--- src/rtl/rsa_keygen.sv ---
// rsa_keygen: computes n = p*q and phi = (p-1)(q-1), drives an external ext-GCD engine and returns d = e^-1 mod phi.
// Define RSA_KEYGEN_CONST_TIME_EN to keep invalid-parameter runs at full latency with dummy GCD operands.
module rsa_keygen #(
    parameter int WIDTH = 8
) (
    input  logic               clk,
    input  logic               rst_n,
    input  logic               start,
    input  logic [WIDTH-1:0]   p,
    input  logic [WIDTH-1:0]   q,
    input  logic [2*WIDTH-1:0] e,
    output logic               busy,
    output logic               done,
    output logic [2*WIDTH-1:0] n,
    output logic [2*WIDTH-1:0] d,
    output logic               error,
    output logic               gcd_start,
    output logic [2*WIDTH-1:0] gcd_a,
    output logic [2*WIDTH-1:0] gcd_b,
    input  logic [2*WIDTH-1:0] gcd_val,
    input  logic [2*WIDTH-1:0] gcd_t,
    input  logic               gcd_finish
);
    localparam int W2 = 2 * WIDTH;
    localparam int CW = (WIDTH > 1) ? $clog2(WIDTH) : 1;
    localparam logic [CW-1:0] LAST = CW'(WIDTH - 1);

    typedef enum logic [2:0] {IDLE, MUL_N, MUL_PHI, CHECK, GCD_REQ, GCD_WAIT, FIX, DONE} state_t;
    state_t state, state_nxt;

    logic [WIDTH-1:0] p_r, q_r, mplier;
    logic [W2-1:0]    e_r, acc, acc_nxt, mcand, gv, gt;
    logic [CW-1:0]    cnt;
    logic             last, in_err, gcd_bad;

    // Every multiply cycle adds either 0 or the multiplicand, so latency never depends on data.
    assign acc_nxt = acc + (mplier[0] ? mcand : '0);
    assign last    = cnt == LAST;
    // acc holds phi from CHECK onwards; a set phi MSB would make the sign of t ambiguous.
    assign in_err  = (p_r[WIDTH-1:1] == '0) || (q_r[WIDTH-1:1] == '0) || (e_r == '0) || (e_r >= acc) || acc[W2-1];
    assign gcd_bad = gv != W2'(1);

    assign busy      = !(state == IDLE || state == DONE);
    assign done      = state == DONE;
    assign gcd_start = state == GCD_REQ;

    always_ff @(posedge clk or negedge rst_n)
        if (!rst_n) state <= IDLE;
        else        state <= state_nxt;

    always_comb begin
        state_nxt = state;
        case (state)
            IDLE:     state_nxt = start ? MUL_N : IDLE;
            MUL_N:    state_nxt = last ? MUL_PHI : MUL_N;
            MUL_PHI:  state_nxt = last ? CHECK : MUL_PHI;
`ifdef RSA_KEYGEN_CONST_TIME_EN
            CHECK:    state_nxt = GCD_REQ;
`else
            CHECK:    state_nxt = in_err ? DONE : GCD_REQ;
`endif
            GCD_REQ:  state_nxt = GCD_WAIT;
            GCD_WAIT: state_nxt = gcd_finish ? FIX : GCD_WAIT;
            FIX:      state_nxt = DONE;
            default:  state_nxt = IDLE;
        endcase
    end

    always_ff @(posedge clk or negedge rst_n) begin
        if (!rst_n) begin
            p_r    <= '0;
            q_r    <= '0;
            e_r    <= '0;
            mplier <= '0;
            mcand  <= '0;
            acc    <= '0;
            cnt    <= '0;
            gv     <= '0;
            gt     <= '0;
            n      <= '0;
            d      <= '0;
            error  <= 1'b0;
            gcd_a  <= '0;
            gcd_b  <= '0;
        end else begin
            case (state)
                IDLE: if (start) begin
                    p_r    <= p;
                    q_r    <= q;
                    e_r    <= e;
                    mcand  <= {{WIDTH{1'b0}}, p};
                    mplier <= q;
                    acc    <= '0;
                    cnt    <= '0;
                    d      <= '0;
                    error  <= 1'b0;
                end
                MUL_N, MUL_PHI: begin
                    cnt    <= last ? '0 : cnt + 1'b1;
                    mcand  <= mcand << 1;
                    mplier <= mplier >> 1;
                    acc    <= acc_nxt;
                    if (state == MUL_N && last) begin
                        n      <= acc_nxt;
                        acc    <= '0;
                        mcand  <= {{WIDTH{1'b0}}, p_r - 1'b1};
                        mplier <= q_r - 1'b1;
                    end
                end
                CHECK: begin
                    error <= in_err;
                    gcd_a <= in_err ? W2'(1) : acc;
                    gcd_b <= in_err ? W2'(1) : e_r;
                end
                GCD_WAIT: if (gcd_finish) begin
                    gv <= gcd_val;
                    gt <= gcd_t;
                end
                FIX: begin
                    error <= error | gcd_bad;
                    d     <= (error || gcd_bad) ? '0 : gt[W2-1] ? gt + acc : gt;
                end
                default: ;
            endcase
        end
    end
endmodule

--- config.mk ---
export PLATFORM = sky130hd
export DESIGN_NAME = rsa_keygen
export DESIGN_NICKNAME = d
export VERILOG_FILES = /design/src/rtl/rsa_keygen.sv
export SDC_FILE = /design/constraint.sdc
export NUM_CORES = 1
export LEC_CHECK = 0
export ABC_AREA = 1
export BUFFER_PORTS_ARGS = -buffer_cell sky130_fd_sc_hd__buf_2
export CAP_MARGIN = 20
export CORE_ASPECT_RATIO = 1.2
export CORE_MARGIN = 3
export CORE_UTILIZATION = 45
export DETAILED_ROUTE_END_ITERATION = 8
export PLACE_DENSITY = 0.65
export SLEW_MARGIN = 20
export SYNTH_ARGS = -nofsm -noshare
export SYNTH_HDL_FRONTEND = slang
export SYNTH_SLANG_ARGS = --single-unit
--- constraint.sdc ---
create_clock -name clk -period 2.4 [get_ports clk]
set_input_delay 0.72 -clock clk [delete_from_list [all_inputs] [get_ports clk]]
set_output_delay 0.72 -clock clk [all_outputs]
set_load 0.02 [all_outputs]
* Word level (Yosys, flattened, before mapping)
Index checks and enable logic that the tools add are counted.
Widths: inputs -> output; s select.
** Operators by class
- Multiply operators :: 0
- Shifts and indexed selects :: 0
- Divide/modulo/power cells :: 0
- Equality and inequality tests :: 10
- Muxes and demuxes :: 26
- Order comparisons :: 1
- $add $sub $neg :: 5
- Bitwise operators :: 1
- Reduce and logical (&&, ||, !) cells :: 22
** Operator list (count)
- $mux 16 :: 9
- $pmux 16 s2 :: 3
- $add 16x16->16 :: 2
- $pmux 3 s7 :: 1
- $ge 16x16->1 :: 1
- $logic_not 16->1 :: 1
- $mux 8 :: 2
- $ne 16x1->1 const B :: 1
- $pmux 8 s2 :: 1
- $sub 8x1->8 const B :: 2
- $eq 3x3->1 const B :: 5
- $logic_not 7->1 :: 2
- $reduce_and 2->1 :: 6
- $eq 3x2->1 const B :: 2
- $logic_or 1x1->1 :: 6
- $mux 2 :: 3
- $mux 3 :: 2
- $pmux 3 s2 :: 1
- $reduce_bool 2->1 :: 2
- $add 3x1->3 const B :: 1
- $eq 3x1->1 const B :: 1
- $logic_not 3->1 :: 1
- $mux 1 :: 3
- $pmux 1 s3 :: 1
- 6 further kinds :: 6
** Word-level totals
- Memories kept :: 0
- Word-level logic and storage cells :: 80
- Bits in writable memories :: 0
- Bits in read-only memories :: 0
- Flip-flop bits (word level) :: 175
- Bits in latches :: 0

* Longest topological paths before layout
Gate-level depths: netlist of run 1.
- Depth after elaboration :: 7
- Gate-level depth with buffers :: 16
- Gate-level depth less buffers :: 15

* Least setup slack after synthesis of run 1
Ideal clock, no wire load.
- Path type :: flip-flop to flip-flop
- From :: reg mplier[0]
- To :: reg acc[10]
- Path slack :: 0.320 ns
- Required time :: 2.267 ns
- Arrival time :: 1.947 ns
- Stages on the path, launching flop included :: 14
- Setup time :: 0.133 ns
- Cell sequence :: dfrtp_1 clkbuf_1 clkbuf_1 nand2_1 inv_1 ha_1 nand2_1 nor2_1 nand2_1 nand3_1 a21oi_1 or2_2 nand3_1 o21ai_0
** Between the ends
- Word-level cells in the longest chain between the ends :: 4
** Ends and longest elaborated chain
- start: declaration :: RTL line 31 : logic [WIDTH-1:0] p_r, q_r, mplier;
- start signal: assignment :: RTL line 92 : mplier <= q;
- start signal: assignment :: RTL line 101 : mplier <= mplier >> 1;
- start signal: assignment :: RTL line 107 : mplier <= q_r - 1'b1;
- $mux 16 :: RTL line 37 : assign acc_nxt = acc + (mplier[0] ? mcand : '0);
- $add 16x16->16 :: RTL line 37
- $mux 16 :: RTL line 103 : if (state == MUL_N && last) begin
- $pmux 16 s2 :: RTL line 86 : case (state)
- end signal: assignment :: RTL line 102 : acc <= acc_nxt;
- end: declaration :: RTL line 32 : logic [W2-1:0] e_r, acc, acc_nxt, mcand, gv, gt;
No other way between the ends.
A chain may end at the register's enable or synchronous reset.

* Final worst setup path of run 1
- From :: reg state[2]
- To :: out busy
** Between the ends
- Word-level cells in the longest chain between the ends :: 3
** Ends and longest elaborated chain
- start: declaration :: RTL line 29 : state_t state, state_nxt;
- start signal: assignment :: RTL line 49 : else state <= state_nxt;
- $eq 3x3->1 / $logic_not 3->1 (equally long branches) :: RTL line 43 : assign busy = !(state == IDLE || state == DONE);
- $logic_or 1x1->1 (*) :: RTL line 43
- $logic_not 1->1 (*) :: RTL line 43
- end: declaration :: RTL line 12 : output logic busy,
Every way passes the cells marked *; elsewhere a longest branch is shown, timed or not.

==> flow_metrics.env, run 1 <==
export IMPL_met2_usage_pct=39.15
export IMPL_dieArea_um2=23080
export IMPL_status="complete, no violations"
export IMPL_grt_pass1_vias=8265
export IMPL_r2r_start="mplier[0]$_DFFE_PN0P_"
export IMPL_use_met3_pct=4.090
export IMPL_hold_viol=0
export IMPL_synth_edf_count=0
export IMPL_maxSlewHeadroom_pct=68.33
export IMPL_place_hpwl_um=19620
export IMPL_cts_tree="done"
export IMPL_place_area_um2=10580
export IMPL_areaGrowthSynthToFinish_pct=16.84
export IMPL_io_buffers=135
export IMPL_clkSlewWorstSetupHoldPaths_ns=0.07
export IMPL_leakage_nw=5.977
export IMPL_grt_overflow=0
export IMPL_ys_types=45
export IMPL_critical_path_class="flip-flop to output pin"
export IMPL_synth_area_leaders="dfrtp_1, nand2_1, ha_1"
export IMPL_vias=8295
export IMPL_fin_skew_ns=0.007979
export IMPL_setup_worst_path_start="state[2]$_DFF_PN0_"
export IMPL_power_density_nw_per_um2=1388
export IMPL_top_usage_layer="met2"
export IMPL_rr_endpoint="acc[8]$_DFFE_PN0P_"
export IMPL_start_util_pct=46.47
export IMPL_via_per_inst=5.111
export IMPL_hp_class="primary input to asynchronous set/reset pin"
export IMPL_worstPathRequired_ns=1.68
export IMPL_wl_per_cell_um=16.13
export IMPL_post_route_drc_count=0
export IMPL_ys_flop_type="dfrtp_1"
export IMPL_synth_top_area_share_pct=45.72
export IMPL_ys_warnings_count=0
export IMPL_max_cap_violations=0
export IMPL_peakVddDrop_v=0.0005508
export IMPL_antenna_found_initial=0
export IMPL_r2r_cells=9
export IMPL_dr_pass1_iters=7
export IMPL_yosysSeqAreaShare_pct=45.72
export IMPL_die_w_um=139.2
export IMPL_timing_fmax_mhz=435.3
export IMPL_design_area_um2=11190
export IMPL_critPathLaunchType="flip-flop"
export IMPL_final_nets=1467
export IMPL_synth_nets=1332
export IMPL_root_buffer="clkbuf_16"
export IMPL_numCtsBuffers=17
export IMPL_r2r_slack_ns=0.19
export IMPL_setup_slack_ns=0.1028
export IMPL_drt_iter0_drc=606
export IMPL_drt_total_wl_um=26190
export IMPL_grtUsageMet1_pct=30.28
export IMPL_endpoint="busy"
export IMPL_setup_worst_path_end_class="output pin"
export IMPL_synth_top_cell_by_area="dfrtp_1"
export IMPL_maxSlewViolCount=0
export IMPL_drive_gt1_share_pct=16.35
export IMPL_async_flop_share_pct=100.0
export IMPL_grt_pass1_wl_um=43170
export IMPL_track_usage_pct=23.17
export IMPL_die_h_um=165.8
export IMPL_netlist_area_um2=9578
export IMPL_rsz0062_at_grt="no"
export IMPL_cts_hold_buffers_added=0
export IMPL_clockBufferDepth=2
export IMPL_final_min_clock_period_ns=2.297
export IMPL_fin_setup_tns_ns=0
export IMPL_clk_latency_ns=0.43
export IMPL_dpl_worst_slack_ns=0.1155
export IMPL_critPathMaxFanout=8
export IMPL_tightest_slew_ns=0.4739
export IMPL_grt_max_degree=64
export IMPL_core_area_um2=20610
export IMPL_gp_congestion=0.9363
export IMPL_arrival_ns=1.58
export IMPL_hold_slack_ns=0.1697
export IMPL_rows=57
export IMPL_setup_viol=0
export IMPL_fin_crit_sh_pct=95.72
export IMPL_cts_sinks=175
export IMPL_synth_seq_cells=175
export IMPL_syn_avg_cell_area_um2=7.903
export IMPL_io_pins=136
export IMPL_cts_max_level=4
export IMPL_ant_nets=0
export IMPL_syn_inst=1212
export IMPL_diodes=0
==> routing by layer <==
metal | vias up | part of all wire, %
met5 | - | 0
met1 | 3869 | 44
met2 | 193 | 49
met4 | 0 | 2.8
li1 | 4190 | -
met3 | 43 | 4.1
==> final cells by class <==
type / instances / area (um^2)
flip-flops and latches: 175 / 4382
well taps: 265 / 331.6
fillers: 2005 / 9420
clock buffers: 21 / 470.5
multi-input cells: 842 / 4408
repair buffers: 157 / 884.6
inverters: 154 / 580.6
clock inverters: 9 / 133.9
==> worst min path at each step <==
stage | startpoint | endpoint | cells past startpoint
3_5_place_dp | d[10]$_DFFE_PN0P_ | d[10]$_DFFE_PN0P_ | 2
4_1_cts | rst_n | gcd_a[13]$_DFFE_PN0N_ | 1
3_3_place_gp | n[0]$_DFFE_PN0P_ | n[0]$_DFFE_PN0P_ | 2
2_1_floorplan | rst_n | acc[0]$_DFFE_PN0P_ | 0
6_report | rst_n | gcd_a[13]$_DFFE_PN0N_ | 1
5_1_grt | rst_n | gcd_a[13]$_DFFE_PN0N_ | 1
==> through the flow <==
step / power [W] / std cells / utilization, %
after CTS: 0.01563 / 1623 / 54.25
after floorplan: 0.01031 / 1212 / -
after detailed placement: 0.01268 / 1593 / 51.31
after global placement: 0.01256 / 1593 / 51.31
after global routing: 0.01691 / 1623 / 54.29
final: 0.01554 / 1623 / 54.29
==> worst max-delay path, cell delays in order (launching register included) <==
cell and delay, ns:
dfrtp_1 0.46, inv_4 0.14, nor2_1 0.07, or2_2 0.29
inv_1 0.05, buf_2 0.15
==> kinds of logic (layout without fill, tap and decap cells) <==
kind of cell,Yosys count,after routing,share of synthesized area [%]
AO/OA/AOI/OAI,210,210,12.24
flip-flops,175,175,45.72
buffers and inverters,195,341,8.308
XOR/XNOR,14,14,1.280
adder cells (fa/ha/maj),52,52,6.950
multiplexers,13,13,1.515
AND/OR/NAND/NOR,553,553,23.98
==> synth_stat cells (4+ instances only) <==
cell,count
o22ai_1,23
o211ai_1,5
clkbuf_1,13
a21oi_1,45
nand3_1,62
o21ai_0,112
inv_2,8
buf_4,4
nor2_1,75
or2_2,6
xnor2_1,7
o21bai_1,7
buf_2,21
ha_1,50
xor2_1,7
dfrtp_1,175
nor3_1,13
nand4_1,10
mux2_1,9
inv_1,146
nand2_1,369
==> sequential cells by signal, summed over array words and instances, names as in the netlist <==
name / cells
mplier: 8
mcand: 16
d: 16
error: 1
e_r: 16
n: 16
acc: 16
state: 3
gt: 16
gcd_b: 16
q_r: 8
cnt: 3
gv: 16
p_r: 8
gcd_a: 16
==> report_power, final <==
part	leakage (nW)	switching (W)	internal (W)	total (W)
Combinational	3.43	0.00475	0.00265	0.00740
Clock	0.295	0.00117	0.00171	0.00288
Sequential	2.25	0.00111	0.00414	0.00525
Total	5.98	0.00703	0.00851	0.0155
==> cells in the final DEF, fill, tap and decap left out, types with 7 or more instances in the layout <==
cell type / count
inv_2: 7
o22ai_1: 23
buf_2: 134
xor2_1: 7
buf_4: 19
nand2_1: 367
nand3_1: 62
o21ai_0: 111
clkbuf_16: 17
a21oi_1: 45
inv_1: 146
mux2_1: 9
xnor2_1: 7
nor3_1: 13
dfrtp_1: 173
nor2_1: 75
ha_1: 50
o21bai_1: 7
nand4_1: 10
==> what timing repair did <==
| item | CTS | global route |
|---|---|---|
| resized for setup | 0 | 6 |
| buffers inserted | 0 | 0 |
| setup endpoints to repair | 0 | 15 |
(Power assumes the default switching activity.)
==> run 2, diff against run 1 <==
==> constraint.sdc (replaced) <==
create_clock -name clk -period 2.8 [get_ports clk]
set_input_delay 0.84 -clock clk [delete_from_list [all_inputs] [get_ports clk]]
set_output_delay 0.84 -clock clk [all_outputs]
set_load 0.02 [all_outputs]
==> run 2 against run 1 <==
Net effect: global-route usage decreased by 0.46 points; clock-buffer cell count shrank 2; largest cell class unchanged; worst hold slack better by 0.13 ns; critical path type unchanged; sequential cell count stayed put; via count decreased by 0.40%; clock skew increased by 0.0025 ns; combinational power down 15%; critical endpoint unchanged; sequential power down 14%; design area fell by 0.99%; setup slack gained 0.22 ns; utilization is 0.54 points lower; die area stayed put.
==> flow_metrics.env, run 2 (synthesized netlist as in run 1, its figures left out) <==
export IMPL_r2r_slack_ns=0.48
export IMPL_worst_path_buf_inv=3
export IMPL_hp_class="primary input to asynchronous set/reset pin"
export IMPL_pwr_share_comb_pct=48.3
export IMPL_clockPowerShare_pct=17.1
export IMPL_timing_fmax_mhz=404.1
export IMPL_power_density_nw_per_um2=1170
export IMPL_rsz0062_at_grt="no"
export IMPL_rr_endpoint="acc[10]$_DFFE_PN0P_"
export IMPL_drive_gt1_share_pct=15.68
export IMPL_use_met3_pct=4.637
export IMPL_areaGrowthSynthToFinish_pct=15.68
export IMPL_place_hpwl_um=19240
export IMPL_clkSlewWorstSetupHoldPaths_ns=0.07
export IMPL_place_area_um2=10540
export IMPL_final_min_clock_period_ns=2.475
export IMPL_grt_pass1_vias=8187
export IMPL_gp_congestion=0.9663
export IMPL_cpPeakStageDelay_ns=0.46
export IMPL_fin_setup_tns_ns=0
export IMPL_fin_util_pct=53.75
export IMPL_cts_sinks=175
export IMPL_final_nets=1459
export IMPL_max_cap_violations=0
export IMPL_rows=57
export IMPL_track_usage_pct=22.70
export IMPL_clockBufferDepth=2
export IMPL_numCtsBuffers=17
export IMPL_worstPathRequired_ns=1.96
export IMPL_final_cell_mix="nand2_1, dfrtp_1, inv_1"
export IMPL_critical_path_class="flip-flop to output pin"
export IMPL_antenna_found_initial=0
export IMPL_crit_slowest_cell="dfrtp_1"
export IMPL_cts_hold_buffers_added=0
export IMPL_r2r_cells=10
export IMPL_worstPathCellList="inv_2 > nand2_1 > nor2_1 > or2_2 > inv_1 > buf_2"
export IMPL_critPathMaxFanout=4
export IMPL_root_buffer="clkbuf_16"
export IMPL_hold_viol=0
export IMPL_hold_slack_ns=0.3031
export IMPL_io_buffers=135
export IMPL_p_seq_share_pct=34.6
export IMPL_dieArea_um2=23080
export IMPL_status="complete, no violations"
export IMPL_maxSlewViolCount=0
export IMPL_fin_cells=1617
export IMPL_cts_tree="done"
export IMPL_vias=8262
export IMPL_arrival_ns=1.63
export IMPL_place_inst=1585
export IMPL_post_cts_repair_setup_buffers=0
export IMPL_maxSlewHeadroom_pct=55.82
export IMPL_grt_pass1_wl_um=42320
export IMPL_wl_per_cell_um=15.92
export IMPL_io_pins=136
export IMPL_start_util_pct=46.47
export IMPL_fin_crit_sh_pct=88.38
export IMPL_core_area_um2=20610
export IMPL_cts_max_level=4
export IMPL_dr_pass1_iters=5
export IMPL_switching_share_pct=46.62
export IMPL_post_route_drc_count=0
export IMPL_via_per_inst=5.109
export IMPL_met2_usage_pct=38.55
export IMPL_diodes=0
export IMPL_final_common_cell="nand2_1"
export IMPL_setup_viol=0
export IMPL_p_int_w=0.006920
export IMPL_cp_top_family="simple AND/OR/NAND/NOR gates"
export IMPL_grt_max_degree=56
export IMPL_die_h_um=165.8
export IMPL_leakage_nw=5.904
export IMPL_tightest_slew_ns=0.6618
export IMPL_fin_skew_ns=0.01048
export IMPL_top_usage_layer="met2"
export IMPL_setup_worst_path_end_class="output pin"
export IMPL_design_area_um2=11080
export IMPL_grt_overflow=0
export IMPL_r2r_start="mplier[0]$_DFFE_PN0P_"
export IMPL_critPathLaunchType="flip-flop"
export IMPL_postCtsResizedCells=0
export IMPL_drt_total_wl_um=25740
export IMPL_peakVddDrop_v=0.0005122
export IMPL_die_w_um=139.2
export IMPL_grtUsageMet1_pct=29.23
export IMPL_clk_latency_ns=0.44
export IMPL_ant_nets=0
export IMPL_switchingPower_w=0.006044
export IMPL_drt_iter0_drc=525
run 2: worst max-delay path by stage:
| stage | start | end | slack [ns] | cells past startpoint |
|---|---|---|---|---|
| 3_5_place_dp | mplier[0]$_DFFE_PN0P_ | acc[12]$_DFFE_PN0P_ | 0.52 | 11 |
| 3_3_place_gp | mplier[0]$_DFFE_PN0P_ | acc[12]$_DFFE_PN0P_ | 0.55 | 11 |
| 4_1_cts | state[0]$_DFF_PN0_ | busy | 0.31 | 6 |
| 5_1_grt | state[0]$_DFF_PN0_ | busy | 0.22 | 6 |
| 6_report | state[0]$_DFF_PN0_ | busy | 0.33 | 6 |
| 2_1_floorplan | mplier[0]$_DFFE_PN0P_ | acc[10]$_DFFE_PN0P_ | 0.72 | 13 |
run 2: worst register-to-register path, stage by stage (launching register included):
cell and delay (ns):
dfrtp_1 0.59, nand2_1 0.15, inv_1 0.05, ha_1 0.20, fa_1 0.43, nand2_1 0.09, nand3_1 0.17, a21oi_1 0.25
nand2_1 0.10, nand3_1 0.09, o21ai_0 0.08
run 2: power groups by stage:
stage / Sequential, W / Combinational [W] / Clock [W]
floorplan: 0.00447 / 0.00437 / 0
global placement: 0.00452 / 0.00616 / 0
detailed placement: 0.00453 / 0.00627 / 0
CTS: 0.00449 / 0.00630 / 0.00225
global route: 0.00463 / 0.00716 / 0.00236
finish: 0.00449 / 0.00626 / 0.00221
run 2: through the flow:
| stage | power (W) | worst slack (ns) |
|---|---|---|
| after CTS | 0.01305 | 0.3117 |
| after global routing | 0.01415 | 0.2188 |
| final | 0.01296 | 0.3253 |
| after floorplan | 0.008836 | 0.7199 |
| after global placement | 0.01068 | 0.5457 |
| after detailed placement | 0.01079 | 0.5206 |
run 2: layout make-up:
type                    instances  area [um^2]
fillers                      2003         9532
multi-input cells             842         4403
flip-flops and latches        175         4379
repair buffers                149        849.6
inverters                     154        578.1
clock buffers                  19        432.9
well taps                     265        331.6
clock inverters                13        105.1
run 2: metal layers:
layer / share of wire, % / up-vias
met4: 2.5 / 0
met2: 49 / 186
li1: - / 4177
met3: 4.3 / 43
met5: 0 / -
met1: 44 / 3856
==> run 3, diff against run 2 <==
==> constraint.sdc (replaced) <==
create_clock -name clk -period 3 [get_ports clk]
set_input_delay 0.9 -clock clk [delete_from_list [all_inputs] [get_ports clk]]
set_output_delay 0.9 -clock clk [all_outputs]
set_load 0.02 [all_outputs]
==> run 3 against run 2 <==
Net effect: first-iteration DRC count is 8.8% lower; highest routed layer unchanged; setup slack better by 0.13 ns; die area stayed put.
==> flow_metrics.env, run 3 (synthesized netlist as in run 1, its figures left out) <==
export IMPL_status="complete, no violations"
export IMPL_switching_share_pct=46.07
export IMPL_postCtsResizedCells=0
export IMPL_die_h_um=165.8
export IMPL_root_buffer="clkbuf_16"
export IMPL_start_util_pct=46.47
export IMPL_critical_path_class="flip-flop to output pin"
export IMPL_worstPathCellList="inv_2 > nand2_1 > nor2_1 > or2_2 > inv_1 > buf_2"
export IMPL_drt_total_wl_um=26340
export IMPL_fin_setup_tns_ns=0
export IMPL_track_usage_pct=23.13
export IMPL_clkSlewWorstSetupHoldPaths_ns=0.07
export IMPL_core_area_um2=20610
export IMPL_post_cts_repair_setup_buffers=0
export IMPL_grt_pass1_wl_um=43130
export IMPL_via_per_inst=5.190
export IMPL_antenna_found_initial=0
export IMPL_leakage_nw=5.947
export IMPL_switchingPower_w=0.005665
export IMPL_crit_slowest_cell="dfrtp_1"
export IMPL_io_pins=136
export IMPL_clk_latency_ns=0.43
export IMPL_drive_gt1_share_pct=15.87
export IMPL_wl_per_cell_um=16.26
export IMPL_hold_viol=0
export IMPL_worstPathRequired_ns=2.10
export IMPL_final_cell_mix="nand2_1, dfrtp_1, inv_1"
export IMPL_r2r_slack_ns=0.55
export IMPL_drt_iter0_drc=479
export IMPL_hp_class="primary input to asynchronous set/reset pin"
export IMPL_cp_top_family="simple AND/OR/NAND/NOR gates"
export IMPL_tightest_slew_ns=0.6929
export IMPL_place_hpwl_um=19570
export IMPL_worst_path_buf_inv=3
export IMPL_max_cap_violations=0
export IMPL_peakVddDrop_v=0.0004953
export IMPL_final_nets=1462
export IMPL_dieArea_um2=23080
export IMPL_cts_max_level=4
export IMPL_power_density_nw_per_um2=1106
export IMPL_fin_skew_ns=0.009419
export IMPL_io_buffers=135
export IMPL_maxSlewHeadroom_pct=53.70
export IMPL_place_area_um2=10530
export IMPL_gp_congestion=0.9323
export IMPL_dr_pass1_iters=5
export IMPL_rsz0062_at_grt="no"
export IMPL_clockBufferDepth=2
export IMPL_post_route_drc_count=0
export IMPL_grt_pass1_vias=8216
export IMPL_ant_nets=0
export IMPL_grt_max_degree=52
export IMPL_cpPeakStageDelay_ns=0.47
export IMPL_final_common_cell="nand2_1"
export IMPL_arrival_ns=1.65
export IMPL_areaGrowthSynthToFinish_pct=16.06
export IMPL_critPathMaxFanout=4
export IMPL_p_seq_share_pct=34.1
export IMPL_fin_crit_sh_pct=84.89
export IMPL_cts_sinks=175
export IMPL_design_area_um2=11120
export IMPL_critPathLaunchType="flip-flop"
export IMPL_timing_fmax_mhz=392.7
export IMPL_maxSlewViolCount=0
export IMPL_setup_worst_path_end_class="output pin"
export IMPL_die_w_um=139.2
export IMPL_p_int_w=0.006632
export IMPL_grt_overflow=0
export IMPL_cts_hold_buffers_added=0
export IMPL_final_min_clock_period_ns=2.547
export IMPL_setup_viol=0
export IMPL_rows=57
export IMPL_pwr_share_comb_pct=47.6
export IMPL_vias=8408
export IMPL_clockPowerShare_pct=18.3
export IMPL_diodes=0
export IMPL_cts_tree="done"
export IMPL_numCtsBuffers=17
## run 3: changes by cell type in the layout (fill, tap and decap cells not counted), sizes merged
cell / before / now
clkinvlp: 3 / 0
clkbuf: 19 / 20
inv: 158 / 157
buf: 149 / 152
bufinv: 0 / 2
clkinv: 6 / 7
## run 3: layout make-up
class	instances	area, um^2
inverter	154	578.1
multi-input combinational	842	4403
clock buffer	20	456.7
tap	265	331.6
timing repair buffer	152	834.6
clock inverter	12	132.6
fill	2011	9495
sequential	175	4379
## run 3: path summary, 6_finish.rpt
kind / to / start / depth (start not counted)
max in group asynchronous: acc[10]$_DFFE_PN0P_ / rst_n / 2
min in group clk: d[2]$_DFFE_PN0P_ / d[2]$_DFFE_PN0P_ / 2
worst max-delay path: busy / state[0]$_DFF_PN0_ / 6
worst max register to register: d[10]$_DFFE_PN0P_ / acc[0]$_DFFE_PN0P_ / 11
worst min-delay path: gcd_a[7]$_DFFE_PN0N_ / rst_n / 1
worst min register to register: d[2]$_DFFE_PN0P_ / d[2]$_DFFE_PN0P_ / 2
## run 3: power by group through the flow
stage	registers, W	logic, W	clock network [W]
3_5_place_dp	0.00422	0.00583	0
6_report	0.00420	0.00585	0.00225
3_3_place_gp	0.00421	0.00575	0
5_1_grt	0.00432	0.00667	0.00239
4_1_cts	0.00419	0.00588	0.00228
2_1_floorplan	0.00417	0.00408	0
## run 3: metal layers
layer	global-route usage, %	up-vias	wire length [um]	share of wire, %
met5	0	-	0	0
met4	6.128	0	524	2.0
met3	4.522	33	1109	4.2
met2	39.51	188	13030	49
met1	30.27	3996	11680	44
li1	-	4191	-	-
## run 3: stage by stage
| stage | std cells | hold slack, ns | total power [W] | worst slack, ns | utilization [%] |
|---|---|---|---|---|---|
| after floorplan | 1212 | 0.4529 | 0.008247 | 0.9199 | - |
| after global placement | 1588 | 0.4548 | 0.009953 | 0.6229 | 51.07 |
| after detailed placement | 1588 | 0.4610 | 0.01005 | 0.5983 | 51.07 |
| after CTS | 1620 | 0.4225 | 0.01235 | 0.4266 | 53.93 |
| after global routing | 1620 | 0.4381 | 0.01337 | 0.3529 | 53.93 |
| final | 1620 | 0.4063 | 0.01230 | 0.4533 | 53.93 |
